`src/rtl/sdmips_pkg.sv`:
```
// Shared definitions for the sdmips fetch front end: datapath width,
// default reset vector, fetch-unit states and PC alignment helper.
package sdmips_pkg;

   localparam int XLEN = 32;

   localparam logic [XLEN-1:0] PC_RESET_DEFAULT = 32'h0000_0000;

   // Instructions are word aligned, so the two low address bits never reach pc.
   localparam logic [XLEN-1:0] PC_ALIGN_MASK = 32'h0000_0003;

   typedef enum logic [1:0] {
      IDLE  = 2'd0,
      FETCH = 2'd1,
      HOLD  = 2'd2,
      DRAIN = 2'd3
   } fetchState_e;

   function automatic logic [XLEN-1:0] alignPc(input logic [XLEN-1:0] addr);
      return addr & ~PC_ALIGN_MASK;
   endfunction

endpackage

```
`src/rtl/somador_pc.sv`:
```
// Sequential PC incrementer: next fetch address is current pc plus a fixed step,
// wrapping modulo 2^XLEN.
module somador_pc
   import sdmips_pkg::*;
#(
   parameter int unsigned STEP = 4
) (
   input  logic [XLEN-1:0] pcCur_i,
   output logic [XLEN-1:0] pcNext_o
);

   assign pcNext_o = pcCur_i + XLEN'(STEP);

endmodule

```
`src/rtl/pc_fetch.sv`:
```
// Instruction fetch stage: issues one memory read at a time, holds the returned word
// for decode, and handles redirects. Optional misalign pulse: PC_FETCH_MISALIGN_TRAP_EN.
module pc_fetch
   import sdmips_pkg::*;
#(
   parameter logic [XLEN-1:0] RESET_PC = PC_RESET_DEFAULT,
   parameter int unsigned     PC_STEP  = 4
) (
   input  logic            clk,
   input  logic            rst_n,
   input  logic            redirect_valid,
   input  logic [XLEN-1:0] redirect_pc,
   input  logic            stall,
   output logic            imem_req,
   output logic [XLEN-1:0] imem_addr,
   input  logic            imem_ack,
   input  logic [XLEN-1:0] imem_rdata,
   output logic            if_valid,
   output logic [XLEN-1:0] if_pc,
   output logic [XLEN-1:0] if_instr,
   input  logic            if_ready
`ifdef PC_FETCH_MISALIGN_TRAP_EN
   ,
   output logic            misalign
`endif
);

   fetchState_e     state_q, state_d;
   logic [XLEN-1:0] pc_q, pc_d;
   logic [XLEN-1:0] drainAddr_q, drainAddr_d;
   logic [XLEN-1:0] ifPc_q, ifPc_d;
   logic [XLEN-1:0] ifInstr_q, ifInstr_d;
   logic [XLEN-1:0] pcPlusStep;
   logic [XLEN-1:0] redirectTarget;
   logic            transfer;

   somador_pc #(
      .STEP (PC_STEP)
   ) uSomadorPc (
      .pcCur_i  (pc_q),
      .pcNext_o (pcPlusStep)
   );

   assign redirectTarget = alignPc(redirect_pc);
   assign transfer       = if_ready && !stall;

   always_comb begin
      state_d     = state_q;
      pc_d        = pc_q;
      drainAddr_d = drainAddr_q;
      ifPc_d      = ifPc_q;
      ifInstr_d   = ifInstr_q;

      case (state_q)
         IDLE: begin
            state_d = FETCH;
            if (redirect_valid) begin
               pc_d = redirectTarget;
            end
         end

         FETCH: begin
            if (imem_ack) begin
               if (redirect_valid) begin
                  pc_d = redirectTarget;
               end else begin
                  ifInstr_d = imem_rdata;
                  ifPc_d    = pc_q;
                  pc_d      = pcPlusStep;
                  state_d   = HOLD;
               end
            end else if (redirect_valid) begin
               // The bus still owns the old address, so remember it while pc moves on.
               drainAddr_d = pc_q;
               pc_d        = redirectTarget;
               state_d     = DRAIN;
            end
         end

         HOLD: begin
            if (redirect_valid) begin
               pc_d    = redirectTarget;
               state_d = FETCH;
            end else if (transfer) begin
               state_d = FETCH;
            end
         end

         DRAIN: begin
            if (redirect_valid) begin
               pc_d = redirectTarget;
            end
            if (imem_ack) begin
               state_d = FETCH;
            end
         end

         default: begin
            state_d = IDLE;
         end
      endcase
   end

   always_ff @(posedge clk or negedge rst_n) begin
      if (!rst_n) begin
         state_q     <= IDLE;
         pc_q        <= RESET_PC;
         drainAddr_q <= RESET_PC;
         ifPc_q      <= '0;
         ifInstr_q   <= '0;
      end else begin
         state_q     <= state_d;
         pc_q        <= pc_d;
         drainAddr_q <= drainAddr_d;
         ifPc_q      <= ifPc_d;
         ifInstr_q   <= ifInstr_d;
      end
   end

   assign imem_req  = (state_q == FETCH) || (state_q == DRAIN);
   assign imem_addr = (state_q == DRAIN) ? drainAddr_q : pc_q;
   assign if_valid  = (state_q == HOLD);
   assign if_pc     = ifPc_q;
   assign if_instr  = ifInstr_q;

`ifdef PC_FETCH_MISALIGN_TRAP_EN
   logic misalign_q, misalign_d;

   // Every state accepts a redirect, so any misaligned target raises the pulse.
   assign misalign_d = redirect_valid && ((redirect_pc & PC_ALIGN_MASK) != '0);

   always_ff @(posedge clk or negedge rst_n) begin
      if (!rst_n) begin
         misalign_q <= 1'b0;
      end else begin
         misalign_q <= misalign_d;
      end
   end

   assign misalign = misalign_q;
`endif

endmodule

```
`config.mk`:
```
export PLATFORM = sky130hd
export DESIGN_NAME = pc_fetch
export DESIGN_NICKNAME = d
export VERILOG_FILES = /design/src/rtl/sdmips_pkg.sv /design/src/rtl/somador_pc.sv /design/src/rtl/pc_fetch.sv
export SDC_FILE = /design/constraint.sdc
export NUM_CORES = 1
export LEC_CHECK = 0
export CORE_MARGIN = 5
export CORE_UTILIZATION = 52
export CTS_CLUSTER_DIAMETER = 50
export DETAILED_ROUTE_END_ITERATION = 6
export GPL_TIMING_DRIVEN = 0
export MAX_ROUTING_LAYER = met4
export PLACE_DENSITY_LB_ADDON = 0.2
export SYNTH_ARGS = -nofsm -noshare
export SYNTH_HDL_FRONTEND = slang
export SYNTH_SLANG_ARGS = --single-unit
```
`constraint.sdc`:
```
create_clock -name clk -period 3.6 [get_ports clk]
set_clock_uncertainty 0.2 [all_clocks]
set_input_delay 0.54 -clock clk [delete_from_list [all_inputs] [get_ports clk]]
set_output_delay 0.54 -clock clk [all_outputs]
set_load 0.05 [all_outputs]
```
==> impl_results.md <==
* Routed met2 length at 7.57 mm
* Worst-Skew Late Latency at 0.42 ns
* Post-synthesis mux area share at 0.249
* Antenna-violating nets left at 0
* Slew HR at 0.412
* Global-route wire length before repair at 23.8 mm
* Layout cells sized above 1 at 0.275
* Initial Util at 0.523
* Ports at 168
* Crit-path slowest cell: clkdlybuf4s50_1
* Fin area at 8370 um^2
* Vias in the first global route at 4,696
* EDFF count, synth at 0
* Total track usage at 0.239
* Final count of pins violating max slew at 0
* Syn-to-layout area delta at 41.8%
* Xor and xnor area share after synthesis at 0.0148
* Synth Instances at 467
* Crit path kind: flop to output pin
* Worst path max stage delay at 0.71 ns
* H-Tree Depth at 4
* Final hold slack at 0.302 ns
* Metal3 WL at 971 um
* Residual DRC at 0
* Most frequent cells in the layout: 164 x clkdlybuf4s50_1, 130 x dfrtp_1, 128 x mux2_2
* Largest net degree at the start of global routing at 67
* Synth warnings at 0
* Max cap viols at 0
* CTS tree: yes
* Full die area at 13,600 um^2
* Root Buffer: clkbuf_16
* Register bit total from synthesis at 130
* Cell Area, Placed at 7760 um^2
* Vias at 4,458
* Post-synthesis sequential area ratio at 0.551
* Top-area cell type share of the netlist area at 0.551
* Final Hold Viols at 0
* Ant. Diodes at 0
* DR top layer: met4
* Fill cells at 773
* WP buf/inv at 2
* Main synth FF type: dfrtp_1
* Nets at 724
* Die Wd at 117 um
* Main combinational cell family by area after synthesis: multiplexers
* Routability cong. at 0.832
* HPWL Detailed at 10.8 mm
* Synth Area in Simple Gates at 0.102
* Least-Margin Pin Slew at 0.869 ns
* CP Cell Sequence: nand2_1 -> buf_1 -> mux2_2 -> clkdlybuf4s50_1
* P_leak at 0.00343 uW
* Die height at 117 um
* Crit-path leading delay family: buffers and inverters
* Synth Area in Adders at 0.00212
* Core ar. at 11,300 um^2
* Worst Setup Start Kind: flop
* Total gr overflow at 0
* Via density at 5.51
* WL met1 at 6.36 mm
* Top cells by area, synth: dfrtp_1 55%, mux2_2 24%, a31oi_1 1.8%
* Post-synth ARST share at 1.00
* Total detailed-routing wirelength at 15.1 mm
* Max VDD drop at 532 uV
* Final setup vio count at 0
* WL per Instance at 18.7 um
* RSZ-0062 raised after global routing: no
* Maximum clock rate at 290 MHz
* Largest area contributor in the netlist: dfrtp_1
* Syn_nets at 538
* Total negative slack at 0 ns
* Period utilization at 0.958
* Post-CTS setup buffer count at 0
* DRT iter0 DRCs at 259
* Max Root-Sink Buffers at 2
* Yosys cell types at 39
* # clock sinks at 130
* Number of port buffers at 165
* Crit path max fanout at 10
* Status: finished, final reports clean
* Netlist Area Pre-Place at 5900 um^2
* Pwr Density at 791 nW/um^2
* Initial antenna violation count at 0
* Syn Area/Cell at 12.6 um^2
* Crit end category: output pin
* Crit path DAT at 2.71 ns
* 1st-pass router iterations at 4
* WP data required at 2.86 ns
* Hold crit path type: flop to flop
* Core Rows at 39
* Commonest non-fill, non-tap cell in the layout: clkdlybuf4s50_1
* Period minus WS final at 3.45 ns
* Worst-path clk slew at 0.05 ns
* Cts bufs inserted at 17
* Compound-Gate Fraction of Synth Area at 0.0520
## stage by stage
stage          power, uW  setup slack, ns  cells  utilization
2_1_floorplan       3950             1.44    467            -
3_5_place_dp        4930            0.439    776        0.688
6_report            6620            0.150    809        0.742
5_1_grt             6890           0.0108    809        0.742
4_1_cts             6670           0.0418    809        0.742
3_3_place_gp        4850            -3.23    775        0.686
## routing by layer
layer	vias to the layer above	global-route usage
met1	2225	0.297
li1	2076	-
met3	22	0.0637
met5	-	-
met2	135	0.376
met4	0	0.0897
## cells in the mapped netlist, types with 3 or more instances
cell type and count:
clkbuf_1 13, nand2_1 23, a31oi_1 17, mux2i_1 3, o21ai_0 19, nand4_1 9, dfrtp_1 130, xor2_1 4
or4_1 10, xnor2_1 6, o31ai_1 11, nor3_1 3, inv_1 9, nor2b_1 3, or3_1 9, buf_2 12
nor4_1 5, nor2_1 18, buf_1 3, mux2_2 128, nand3_1 8, and4_1 3
## layout make-up
cell class	instances	area [um^2]	share of cell area
Multi-Input combinational cell	298	2480	0.296
Clock inverter	12	138	0.0164
Timing Repair Buffer	167	1690	0.202
Buffer	29	134	0.0160
Clock buffer	20	457	0.0546
Tap cell	143	179	0.0214
Sequential cell	130	3250	0.389
Inverter	10	37.5	0.00449
## report_power, final
group / switching, uW / total (uW) / internal [uW]
registers: 248 / 2110 / 1870
clock network: 616 / 1730 / 1110
logic: 1710 / 2780 / 1070
## final timing paths
| path | slack [ns] | cells after the start | startpoint | to |
|---|---|---|---|---|
| hold reg to reg | 0.30 | 1 | drainAddr_q[9] | drainAddr_q[9] |
| min in group asynchronous | 0.49 | 2 | rst_n | drainAddr_q[18] |
| setup / recovery | 0.15 | 4 | state_q[0] | imem_addr[23] |
| setup reg to reg | 1.09 | 4 | state_q[0] | if_pc[4] |
| hold / removal | 0.30 | 1 | drainAddr_q[9] | drainAddr_q[9] |
| max in group asynchronous | 1.98 | 3 | rst_n | if_instr[31] |
## registers in the layout, indices dropped and copies added, names as in the netlist
name and count:
drainAddr_q 32, if_instr 32, if_pc 32, pc_q 32
state_q 2
## what timing repair did
| action | in CTS | in global routing |
|---|---|---|
| hold buffers | 1 | 0 |
| endpoints found under the setup margin | 0 | 11 |
| resized for setup | 0 | 2 |
| endpoints found under the hold margin | 65 | 0 |
## logic make-up (layout without fill, tap and decap cells)
logic type               Yosys count  count (layout)
multiplexers                     131             131
AND/OR/NAND/NOR                  106             106
AO/OA/AOI/OAI                     50              50
buffers and inverters             39             238
adder cells (fa/ha/maj)            1               1
flip-flops                       130             130
XOR/XNOR                          10              10
Note: power is estimated with default switching activity, not from simulation.
